$ cat config.mk
export PLATFORM = sky130hd
export DESIGN_NAME = rv32_timer_flat
export DESIGN_NICKNAME = d
export VERILOG_FILES = /design/src/rtl/rv32_timer_pkg.sv /design/src/rtl/rv32_timer_if.sv /design/src/rtl/rv32_timer_prescaler.sv /design/src/rtl/rv32_timer.sv /design/src/flat_wrapper.sv
export SDC_FILE = /design/constraint.sdc
export NUM_CORES = 1
export LEC_CHECK = 0
export ABC_AREA = 1
export BUFFER_PORTS_ARGS = -buffer_cell sky130_fd_sc_hd__buf_2
export CORE_MARGIN = 2
export CORE_UTILIZATION = 38
export DETAILED_ROUTE_END_ITERATION = 8
export GPL_ROUTABILITY_DRIVEN = 1
export SLEW_MARGIN = 40
export SYNTH_ARGS = -nofsm -noshare
export SYNTH_HDL_FRONTEND = slang
export SYNTH_SLANG_ARGS = --single-unit
$ cat constraint.sdc
create_clock -name clk -period 1.65 [get_ports clk]
set_input_delay 0 -clock clk [delete_from_list [all_inputs] [get_ports clk]]
set_output_delay 0 -clock clk [all_outputs]
set_load 0.05 [all_outputs]
$ cat src/rtl/rv32_timer_pkg.sv
// Shared definitions for the rv32_timer machine timer: register word offsets,
// bus FSM states, reset constants and the byte-merge helper.
package rv32_timer_pkg;

    // Word offsets decoded from address_in[4:2]
    localparam logic [2:0] RV32_TIMER_MTIME_LO    = 3'd0;
    localparam logic [2:0] RV32_TIMER_MTIME_HI    = 3'd1;
    localparam logic [2:0] RV32_TIMER_MTIMECMP_LO = 3'd2;
    localparam logic [2:0] RV32_TIMER_MTIMECMP_HI = 3'd3;
    localparam logic [2:0] RV32_TIMER_MSIP        = 3'd4;

    // mtimecmp starts at the maximum so no timer interrupt is pending out of reset
    localparam logic [63:0] RV32_TIMER_MTIMECMP_RESET = 64'hFFFF_FFFF_FFFF_FFFF;

    typedef enum logic {
        IDLE,
        ACK
    } rv32_timer_state_e;

    // Replace only the bytes of old_value whose mask bit is set
    function automatic logic [31:0] rv32_timer_merge(input logic [31:0] old_value,
                                                     input logic [31:0] new_value,
                                                     input logic [3:0]  mask);
        logic [31:0] result;
        result = old_value;
        for (int i = 0; i < 4; i++) begin
            if (mask[i]) begin
                result[8*i +: 8] = new_value[8*i +: 8];
            end
        end
        return result;
    endfunction

endpackage

$ cat src/rtl/rv32_timer_if.sv
// Data-memory bus slice seen by the rv32_timer: request, byte-masked write data,
// registered read data and a one-cycle ready acknowledge.
interface rv32_timer_if;

    logic        sel_in;
    logic [31:0] address_in;
    logic        read_in;
    logic        write_in;
    logic [3:0]  write_mask_in;
    logic [31:0] write_value_in;
    logic [31:0] read_value_out;
    logic        ready_out;

    modport master (
        output sel_in,
        output address_in,
        output read_in,
        output write_in,
        output write_mask_in,
        output write_value_in,
        input  read_value_out,
        input  ready_out
    );

    modport slave (
        input  sel_in,
        input  address_in,
        input  read_in,
        input  write_in,
        input  write_mask_in,
        input  write_value_in,
        output read_value_out,
        output ready_out
    );

endinterface

$ cat src/rtl/rv32_timer_prescaler.sv
// Divides clk down to the mtime increment rate: tick_out is high for one cycle
// out of every PRESCALE_DIV. With PRESCALE_DIV = 1 the tick is constant.
module rv32_timer_prescaler #(
    parameter int unsigned PRESCALE_DIV = 1
) (
    input  logic clk,
    input  logic reset,
    output logic tick_out
);

    if (PRESCALE_DIV < 1) begin : g_bad_div
        $error("rv32_timer_prescaler: PRESCALE_DIV must be at least 1");
        assign tick_out = 1'b0;
    end else if (PRESCALE_DIV == 1) begin : g_every_cycle
        assign tick_out = 1'b1;
        // No counter needed, so clock and reset go unused here
        logic unused_clk_reset;
        assign unused_clk_reset = clk ^ reset;
    end else begin : g_counter
        localparam int unsigned CountWidth = $clog2(PRESCALE_DIV);
        localparam logic [CountWidth-1:0] CountMax = CountWidth'(PRESCALE_DIV - 1);

        logic [CountWidth-1:0] count_q;

        // Free-running 0..PRESCALE_DIV-1 counter, independent of bus traffic
        always_ff @(posedge clk) begin
            if (reset) begin
                count_q <= '0;
            end else if (count_q == CountMax) begin
                count_q <= '0;
            end else begin
                count_q <= count_q + CountWidth'(1);
            end
        end

        assign tick_out = (count_q == CountMax);
    end

endmodule

$ cat src/rtl/rv32_timer.sv
// Memory-mapped RV32 machine timer: mtime/mtimecmp behind a single-cycle-ack bus
// slave, driving MTIP (and optionally MSIP) into the CSR file and exporting mtime
// for TIME/TIMEH reads.
// Optional feature: define RV32_TIMER_MSIP_EN to implement the MSIP register at
// word offset 4; otherwise that offset is reserved and software_interrupt_out is 0.
module rv32_timer
    import rv32_timer_pkg::*;
#(
    parameter int unsigned PRESCALE_DIV = 1
) (
    input  logic              clk,
    input  logic              reset,
    rv32_timer_if.slave       bus,
    output logic [63:0]       time_out,
    output logic              timer_interrupt_out,
    output logic              software_interrupt_out
);

    logic              tick;
    rv32_timer_state_e state_q;
    logic              ready_q;
    logic [31:0]       read_value_q;
    logic [31:0]       read_data;
    logic [2:0]        offset;
    logic              req;
    logic              wr_en;
    logic [63:0]       mtime_q, mtime_d;
    logic [63:0]       mtimecmp_q, mtimecmp_d;
    logic              timer_irq_q;

    rv32_timer_prescaler #(
        .PRESCALE_DIV(PRESCALE_DIV)
    ) u_prescaler (
        .clk     (clk),
        .reset   (reset),
        .tick_out(tick)
    );

    assign offset = bus.address_in[4:2];
    // Requests are only sampled in IDLE; a request held through ACK waits a cycle
    assign req    = (state_q == IDLE) && bus.sel_in && (bus.read_in || bus.write_in);
    assign wr_en  = req && bus.write_in;

    // Byte-lane and upper address bits carry no meaning for this word-only slave
    logic unused_address;
    assign unused_address = ^{bus.address_in[31:5], bus.address_in[1:0]};

`ifdef RV32_TIMER_MSIP_EN
    logic msip_q;

    // Software interrupt pending bit, written through byte lane 0
    always_ff @(posedge clk) begin
        if (reset) begin
            msip_q <= 1'b0;
        end else if (wr_en && (offset == RV32_TIMER_MSIP) && bus.write_mask_in[0]) begin
            msip_q <= bus.write_value_in[0];
        end
    end

    assign software_interrupt_out = msip_q;
`else
    assign software_interrupt_out = 1'b0;
`endif

    // Read mux over current (pre-write) register values; reserved offsets read 0
    always_comb begin
        read_data = '0;
        case (offset)
            RV32_TIMER_MTIME_LO:    read_data = mtime_q[31:0];
            RV32_TIMER_MTIME_HI:    read_data = mtime_q[63:32];
            RV32_TIMER_MTIMECMP_LO: read_data = mtimecmp_q[31:0];
            RV32_TIMER_MTIMECMP_HI: read_data = mtimecmp_q[63:32];
`ifdef RV32_TIMER_MSIP_EN
            RV32_TIMER_MSIP:        read_data = {31'b0, msip_q};
`endif
            default:                read_data = '0;
        endcase
    end

    // mtime next state: a bus write to either half suppresses that cycle's increment
    always_comb begin
        mtime_d = mtime_q;
        if (wr_en && (offset == RV32_TIMER_MTIME_LO)) begin
            mtime_d[31:0] = rv32_timer_merge(mtime_q[31:0], bus.write_value_in,
                                             bus.write_mask_in);
        end else if (wr_en && (offset == RV32_TIMER_MTIME_HI)) begin
            mtime_d[63:32] = rv32_timer_merge(mtime_q[63:32], bus.write_value_in,
                                              bus.write_mask_in);
        end else if (tick) begin
            mtime_d = mtime_q + 64'd1;
        end
    end

    // mtimecmp next state: changes only by bus writes
    always_comb begin
        mtimecmp_d = mtimecmp_q;
        if (wr_en && (offset == RV32_TIMER_MTIMECMP_LO)) begin
            mtimecmp_d[31:0] = rv32_timer_merge(mtimecmp_q[31:0], bus.write_value_in,
                                                bus.write_mask_in);
        end else if (wr_en && (offset == RV32_TIMER_MTIMECMP_HI)) begin
            mtimecmp_d[63:32] = rv32_timer_merge(mtimecmp_q[63:32], bus.write_value_in,
                                                 bus.write_mask_in);
        end
    end

    // Timer state and the registered compare feeding MTIP
    always_ff @(posedge clk) begin
        if (reset) begin
            mtime_q     <= '0;
            mtimecmp_q  <= RV32_TIMER_MTIMECMP_RESET;
            timer_irq_q <= 1'b0;
        end else begin
            mtime_q     <= mtime_d;
            mtimecmp_q  <= mtimecmp_d;
            timer_irq_q <= (mtime_q >= mtimecmp_q);
        end
    end

    // Bus FSM: IDLE accepts a request, ACK presents ready for exactly one cycle
    always_ff @(posedge clk) begin
        if (reset) begin
            state_q      <= IDLE;
            ready_q      <= 1'b0;
            read_value_q <= '0;
        end else begin
            unique case (state_q)
                IDLE: begin
                    if (req) begin
                        state_q      <= ACK;
                        ready_q      <= 1'b1;
                        read_value_q <= read_data;
                    end
                end
                ACK: begin
                    state_q <= IDLE;
                    ready_q <= 1'b0;
                end
            endcase
        end
    end

    assign bus.ready_out        = ready_q;
    assign bus.read_value_out   = read_value_q;
    assign time_out             = mtime_q;
    assign timer_interrupt_out  = timer_irq_q;

endmodule

$ cat src/flat_wrapper.sv
// flat-port wrapper written by rule: the top's interface ports become plain ports
module rv32_timer_flat import rv32_timer_pkg::*;
#(
    parameter int unsigned PRESCALE_DIV = 1
)
  (clk, reset, time_out, timer_interrupt_out, software_interrupt_out, bus_sel_in, bus_address_in, bus_read_in, bus_write_in, bus_write_mask_in, bus_write_value_in, bus_read_value_out, bus_ready_out);
  rv32_timer_if bus_i ();
  input  logic clk;
  input  logic reset;
  output logic [63:0] time_out;
  output logic timer_interrupt_out;
  output logic software_interrupt_out;
  input wire logic [$bits(bus_i.sel_in)-1:0] bus_sel_in;
  input wire logic [$bits(bus_i.address_in)-1:0] bus_address_in;
  input wire logic [$bits(bus_i.read_in)-1:0] bus_read_in;
  input wire logic [$bits(bus_i.write_in)-1:0] bus_write_in;
  input wire logic [$bits(bus_i.write_mask_in)-1:0] bus_write_mask_in;
  input wire logic [$bits(bus_i.write_value_in)-1:0] bus_write_value_in;
  output wire logic [$bits(bus_i.read_value_out)-1:0] bus_read_value_out;
  output wire logic [$bits(bus_i.ready_out)-1:0] bus_ready_out;
  assign bus_i.sel_in = bus_sel_in;
  assign bus_i.address_in = bus_address_in;
  assign bus_i.read_in = bus_read_in;
  assign bus_i.write_in = bus_write_in;
  assign bus_i.write_mask_in = bus_write_mask_in;
  assign bus_i.write_value_in = bus_write_value_in;
  assign bus_read_value_out = bus_i.read_value_out;
  assign bus_ready_out = bus_i.ready_out;
  rv32_timer #(.PRESCALE_DIV(PRESCALE_DIV)) u_core (.clk(clk), .reset(reset), .bus(bus_i), .time_out(time_out), .timer_interrupt_out(timer_interrupt_out), .software_interrupt_out(software_interrupt_out));
endmodule
==> run metrics, run 1 <==
CTS Buf Count 17; Syn Nets approximately 1,800; Routed WL per cell slightly above 20 microns; worst slew pin tran 0.688 ns; clk_skew roughly 0.016 ns; n_diodes 0; Yosys reg bits roughly 160; Vias between 10,000 and 15,000; Most used DFF post-synth dfxtp_1; compound-cell area share of the yosys netlist between 20% and 30%; type of the worst setup path flip-flop to flip-flop; GR Overflow Total 0; Post-Route WL between 50,000 and 60,000 microns; post-synthesis xor/xnor area fraction less than 1%; Hold Vio Cnt, Final 0; Syn Area/Cell around 6.4 sq um; post-synthesis mux area share 0%; Synth Area in Adders around 7.6%; Final Cell Area approximately 17,000 sq um; post-DP HPWL between 30,000 and 40,000 microns; Worst Hold Class input port to flip-flop; Worst EP required between 1.5 and 2 ns; post-layout util about 62%; number of flops mapped to enable cells by yosys 0; crit share post-route 114%; DIE WIDTH 172 microns; YS warnings 0; Clk Latency, worst-skew pair between 0.4 and 0.5 ns; Critical Path Start Type flip-flop; Final Wtd Congestion between 0.9 and 1; Area growth, synth to finish 61.5%; Slew Limit Headroom a little over half; Setup violations, final 44; Lkg Pwr roughly 0.0083 uW; crit path DAT about 2.2 ns; pre-CTS setup slack -0.448 ns; Post-synth ARST share 0%; Post-synth top cells nand2_1 (412), inv_1 (211), nor2_1 (172); PnR worst setup slack -0.234 ns; die area between 20,000 and 30,000 sq um; worst-path cell chain buf_6 -> ha_4 -> nand2_4 -> nor2_4 -> nand2_4 -> nor2_4 -> nand2_4 -> buf_6 -> nor2_4 -> nand2_1 -> nand2_1 -> nand3_1 -> nand2_1 -> a21oi_2; Die H about 170 microns; number of I/O port buffers roughly 140; antenna violations before repair 0; Max Root-Sink Buffers 2; first-pass GRT wire length approximately 75,000 microns; layout cells sized above 1 about two fifths; crit-path max FO 5; Max Slew Vio Count 0; Fill cells ~2,600; cell taking the most area after synthesis dfxtp_1; total of max-cap violations 0; largest family of logic cells by synthesized area simple AND/OR/NAND/NOR gates; status complete, but fails checks; total track usage about a third; Worst-path clk slew roughly 0.08 ns; CTS HTree Levels 4; Synth top area share between 30% and 40%; largest net degree at the start of global routing 72; row count 61; vias in the first global route around 13,000; crit end category flip-flop; top-count cell post-synth nand2_1; starting density of the core approximately 39%; PnR Total Power slightly above 10,000 uW; Core Footprint ~28,000 sq um; Synth Area in Simple Gates 28.9%; CTS root buf clkbuf_16; DRC viols 0; 1st-pass router iterations 6; power per cell area 581 nW/um^2; Syn Std Cell Area roughly 11,000 sq um; DRT iter0 DRCs ~1,300; CP max stage delay 0.35 ns; Sink Count 163; Max VDD drop 0.000665 V; CTS tree done; dpl cell area roughly 14,000 sq um; Synth cell types 40; register area share after synthesis a little under a third; Slowest-stage cell, CP dfxtp_4; fmax between 500 and 600 MHz; Antenna Nets Post-Route 0; Synth Instances 1,670; Period minus WS final 1.88 ns; I/O pins approximately 170; RSZ-0062 raised after global routing yes; nets approximately 2,300; failing checks setup timing; drt via density between 5 and 6; Area contributors post-synth dfxtp_1 (30%), nand2_1 (14%), ha_1 (7.6%), inv_1 (7.4%), a21oi_1 (7.0%)
## power breakdown
group          leakage, uW  internal (uW)  switching (uW)
clock             0.000293           2170            2060
sequential         0.00136           4000             100
combinational      0.00668            617            1110
## what timing repair did
action | in CTS | in global routing
pin swaps | 67 | 106
cloned | 0 | 4
setup endpoints to repair | 122 | 78
gates resized for setup | 230 | 229
hold buffers | 34 | 0
buffers inserted | 22 | 35
hold endpoints to repair | 103 | 0
## kinds of logic (layout without fill, tap and decap cells)
family | count (synthesis) | after routing
and+or+nand+nor | 733 | 733
adders and majority gates | 65 | 65
buffers and inverters | 285 | 794
xor gates and xnor gates | 10 | 10
DFF | 163 | 163
other | 1 | 1
AOI/OAI and AO/OA | 413 | 413
## path summary, 6_finish.rpt
kind                            slack [ns]                    end  depth (start not counted)                   from
worst max register to register       -0.23    u_core.time_out[56]                         14     u_core.time_out[0]
worst max-delay path                 -0.23    u_core.time_out[56]                         14     u_core.time_out[0]
worst min-delay path                  0.09    u_core.time_out[59]                          5   bus_write_mask_in[3]
worst min register to register        0.46  u_core.mtimecmp_q[36]                          2  u_core.mtimecmp_q[36]
## area by class of cell
cell class | instances | area (sq um) | area share [%]
clock buffers | 18 | 429 | 2.48
clock inverters | 14 | 166 | 0.961
inverters | 220 | 848 | 4.90
multi-input cells | 1222 | 7730 | 44.6
flip-flops and latches | 163 | 3440 | 19.9
well taps | 378 | 473 | 2.73
repair buffers | 542 | 4230 | 24.4
## through the flow
step	std cells	setup TNS (ns)	hold WS (ns)
global placement	2435	-12.38	0.233
global route	2557	-9.33	0.112
finish	2557	-4.24	0.0927
floorplan	1670	-0.171	0.130
detailed placement	2435	-12.56	0.243
CTS	2521	-2.93	0.0777
## state kept, by name, summed over array words and instances (netlist names)
register / flops
u_core.mtimecmp_q: 64
u_core.time_out: 64
u_core.bus.read_value_out: 32
u_core.bus.ready_out: 1
u_core.state_q: 1
u_core.timer_interrupt_out: 1
## per-layer routing
layer / vias up / wire, microns / GRT usage [%]
met5: - / 0 / 0
met4: 0 / 1970 / 13.0
met3: 122 / 4060 / 3.25
met2: 667 / 23600 / 55.7
met1: 6582 / 21800 / 45.8
li1: 6563 / - / -
## worst max-delay path: cells and delay by family (launching register included)
kind | cells | cell delay, ns
simple gates | 10 | 0.98
fa+ha+maj | 1 | 0.14
buf+inv | 2 | 0.22
compound gates | 1 | 0.05
flops | 1 | 0.35
## placed cells by master (no fill, tap or decap), types with 5 or more instances in the layout
master	Yosys	final
a21oi_1	149	130
a21oi_2	2	17
a31oi_1	5	5
buf_12	0	16
buf_2	15	141
buf_4	2	296
buf_6	0	53
clkbuf_16	0	18
dfxtp_1	163	97
dfxtp_2	0	28
dfxtp_4	0	38
dlygate4sd3_1	0	34
ha_1	65	50
ha_4	0	15
inv_1	211	192
inv_2	8	22
inv_4	1	5
inv_8	0	5
nand2_1	412	340
nand2_2	3	54
nand2_4	0	21
nand3_1	82	59
nand3_2	3	16
nand3_4	0	10
nand4_1	31	31
nor2_1	172	92
nor2_2	3	40
nor2_4	6	49
nor3_2	3	8
nor3_4	2	5
o211ai_1	59	59
o21ai_0	105	67
o21ai_1	13	34
o21ai_2	5	19
o22ai_1	64	62
xor2_1	10	9
Note: power is estimated with default switching activity, not from simulation.
==> run 2: changes to the inputs <==
Settings changed: CORE_UTILIZATION 38 to 40, SKIP_LAST_GASP set to 1.
==> run metrics, run 2 (synthesis gave the netlist of run 1 again) <==
status complete, but fails checks (unchanged); failing checks setup timing (unchanged); cells on worst reg2reg path 12 (was 14); crit-path max FO 7 (was 5); Max Slew Vio Count 0 (unchanged); n_diodes 0 (unchanged); worst reg2reg path startpoint u_core.time_out[26] (was u_core.time_out[0]); FF/Latch Area 3430 sq um (was 3440 sq um); total track usage 34.5% (was 33.8%); largest net degree at the start of global routing 72 (unchanged); CTS tree done (unchanged); Clk Latency, worst-skew pair 0.45 ns (was 0.44 ns); starting density of the core 40.9% (was 38.6%); I/O pins 172 (unchanged); post-DP HPWL 37,300 microns (was 38,200 microns); Setup violations, final 59 (was 44); Core Footprint 26,200 sq um (was 27,800 sq um); dpl cell area 14,200 sq um (was 14,300 sq um); total of max-cap violations 0 (unchanged); crit path DAT 2.09 ns (was 2.17 ns); Lkg Pwr 0.00809 uW (was 0.00834 uW); first-pass GRT wire length 74,300 microns (was 75,300 microns); DRC viols 0 (unchanged); Die H 168 microns (was 172 microns); 1st-pass router iterations 7 (was 6); Max Root-Sink Buffers 2 (unchanged); antenna violations before repair 0 (unchanged); Final Wtd Congestion 1.03 (was 0.995); layout cells sized above 1 37.4% (was 41.4%); drt via density 5.53 (was 5.45); Fill cells 2,415 (was 2,590); PnR worst setup slack -0.120 ns (was -0.234 ns); worst min-delay path endpoint u_core.mtimecmp_q[39] (was u_core.time_out[59]); power per cell area 588 nW/um^2 (was 581 nW/um^2); Critical Path Start Type flip-flop (unchanged); CTS Buf Count 17 (unchanged); number of I/O port buffers 141 (unchanged); nets 2,292 (was 2,304); Vias 13,800 (was 13,900); reg2reg end u_core.time_out[44] (was u_core.time_out[56]); Post-Route WL 51,000 microns (was 51,400 microns); Total Negative Setup Slacks -3.05 ns (was -4.24 ns); Final Cell Area 16,800 sq um (was 17,300 sq um); Antenna Nets Post-Route 0 (unchanged); type of the worst setup path flip-flop to flip-flop (unchanged); pre-CTS setup slack -0.369 ns (was -0.448 ns); die area 28,100 sq um (was 29,600 sq um); GR Overflow Total 0 (unchanged); reg-to-reg slack, setup -0.12 ns (was -0.23 ns); Worst Hold Class input port to flip-flop (unchanged); vias in the first global route 13,000 (about the same); RSZ-0062 raised after global routing yes (unchanged); Sink Count 163 (unchanged); CTS root buf clkbuf_16 (unchanged); Area growth, synth to finish 56.4% (was 61.5%); hold path depth 3 (was 5); Worst-path clk slew 0.07 ns (was 0.08 ns); DIE WIDTH 168 microns (was 172 microns); clk_skew 0.0217 ns (was 0.0163 ns); min-delay src reset (was bus_write_mask_in[3]); Max VDD drop 0.000533 V (was 0.000665 V); CTS HTree Levels 4 (unchanged); crit end category flip-flop (unchanged); crit share post-route 107% (was 114%); Period minus WS final 1.77 ns (was 1.88 ns); most common cell after layout, fill and taps aside nand2_1 (unchanged); multi-input logic area 7280 sq um (was 7730 sq um); commonest cells after routing, fill and taps aside nand2_1 (358), buf_4 (297), inv_1 (196), buf_2 (142), a21oi_1 (140) (was nand2_1 (340), buf_4 (296), inv_1 (192), buf_2 (141), a21oi_1 (130)); fmax 565 MHz (was 531 MHz); Routed WL per cell 20.4 microns (was 20.1 microns); row count 59 (was 61); Worst EP required 1.97 ns (was 1.94 ns); DRT iter0 DRCs 1,390 (was 1,325); Hold Vio Cnt, Final 0 (unchanged)
run 2: worst max path at each step:
stage	slack, ns	cells after the start	endpoint	startpoint
after floorplan	-0.06	12	u_core.time_out[56]	u_core.time_out[1]
after global placement	-0.35	10	u_core.time_out[43]	u_core.time_out[20]
after detailed placement	-0.37	10	u_core.time_out[43]	u_core.time_out[20]
after CTS	-0.1	11	u_core.time_out[44]	u_core.time_out[23]
after global routing	-0.24	11	u_core.timer_interrupt_out	u_core.mtimecmp_q[43]
final	-0.12	12	u_core.time_out[44]	u_core.time_out[26]
run 2: worst max-delay path: stages, from the launching register on:
cell	delay, ns
dfxtp_4	0.35
buf_4	0.17
nand2_1	0.06
nor2_1	0.08
buf_4	0.16
nand2_1	0.07
nor2_2	0.09
nand2_2	0.09
o31ai_4	0.22
buf_4	0.16
nand3_1	0.06
nand2_1	0.07
nor2_1	0.04
run 2: per-layer routing:
layer	global-route usage (%)	wire (microns)	share of wire [%]	vias up
li1	-	-	-	6544
met1	45.8	21500	42	6450
met2	56.8	23100	45	721
met3	6.15	4470	8.8	113
met4	11.4	1840	3.6	0
met5	0	0	0	-
run 2: power by group:
group / switching (uW) / internal [uW] / total [uW]
clock: 1940 / 2130 / 4070
sequential: 104 / 4000 / 4110
combinational: 1090 / 594 / 1680
run 2: per-stage QoR:
stage / hold slack, ns / utilization (%) / total power [uW] / cells
finish: 0.00127 / 63.9 / 9860 / 2502
global route: 0.0173 / 63.9 / 10100 / 2502
CTS: 0.00928 / 59.7 / 9760 / 2461
detailed placement: 0.239 / 54.2 / 5670 / 2383
global placement: 0.231 / 54.2 / 5650 / 2383
floorplan: 0.130 / - / 5010 / 1670
run 2: area by class of cell:
| cell class | count | share of cell area [%] |
|---|---|---|
| Timing Repair Buffer | 529 | 24.9 |
| Multi-Input combinational cell | 1222 | 43.5 |
| Inverter | 220 | 5.14 |
| Sequential cell | 163 | 20.5 |
| Timing Repair inverter | 1 | 0.0448 |
| Clock buffer | 18 | 2.56 |
| Tap cell | 335 | 2.50 |
| Clock inverter | 14 | 0.859 |
run 2: timing repair:
item	4_1_cts	5_1_grt
gates resized for setup	119	197
cloned	0	7
endpoints found under the setup margin	60	89
buffers inserted	14	36
endpoints found under the hold margin	93	0
hold buffers	34	0
pin swaps	40	52
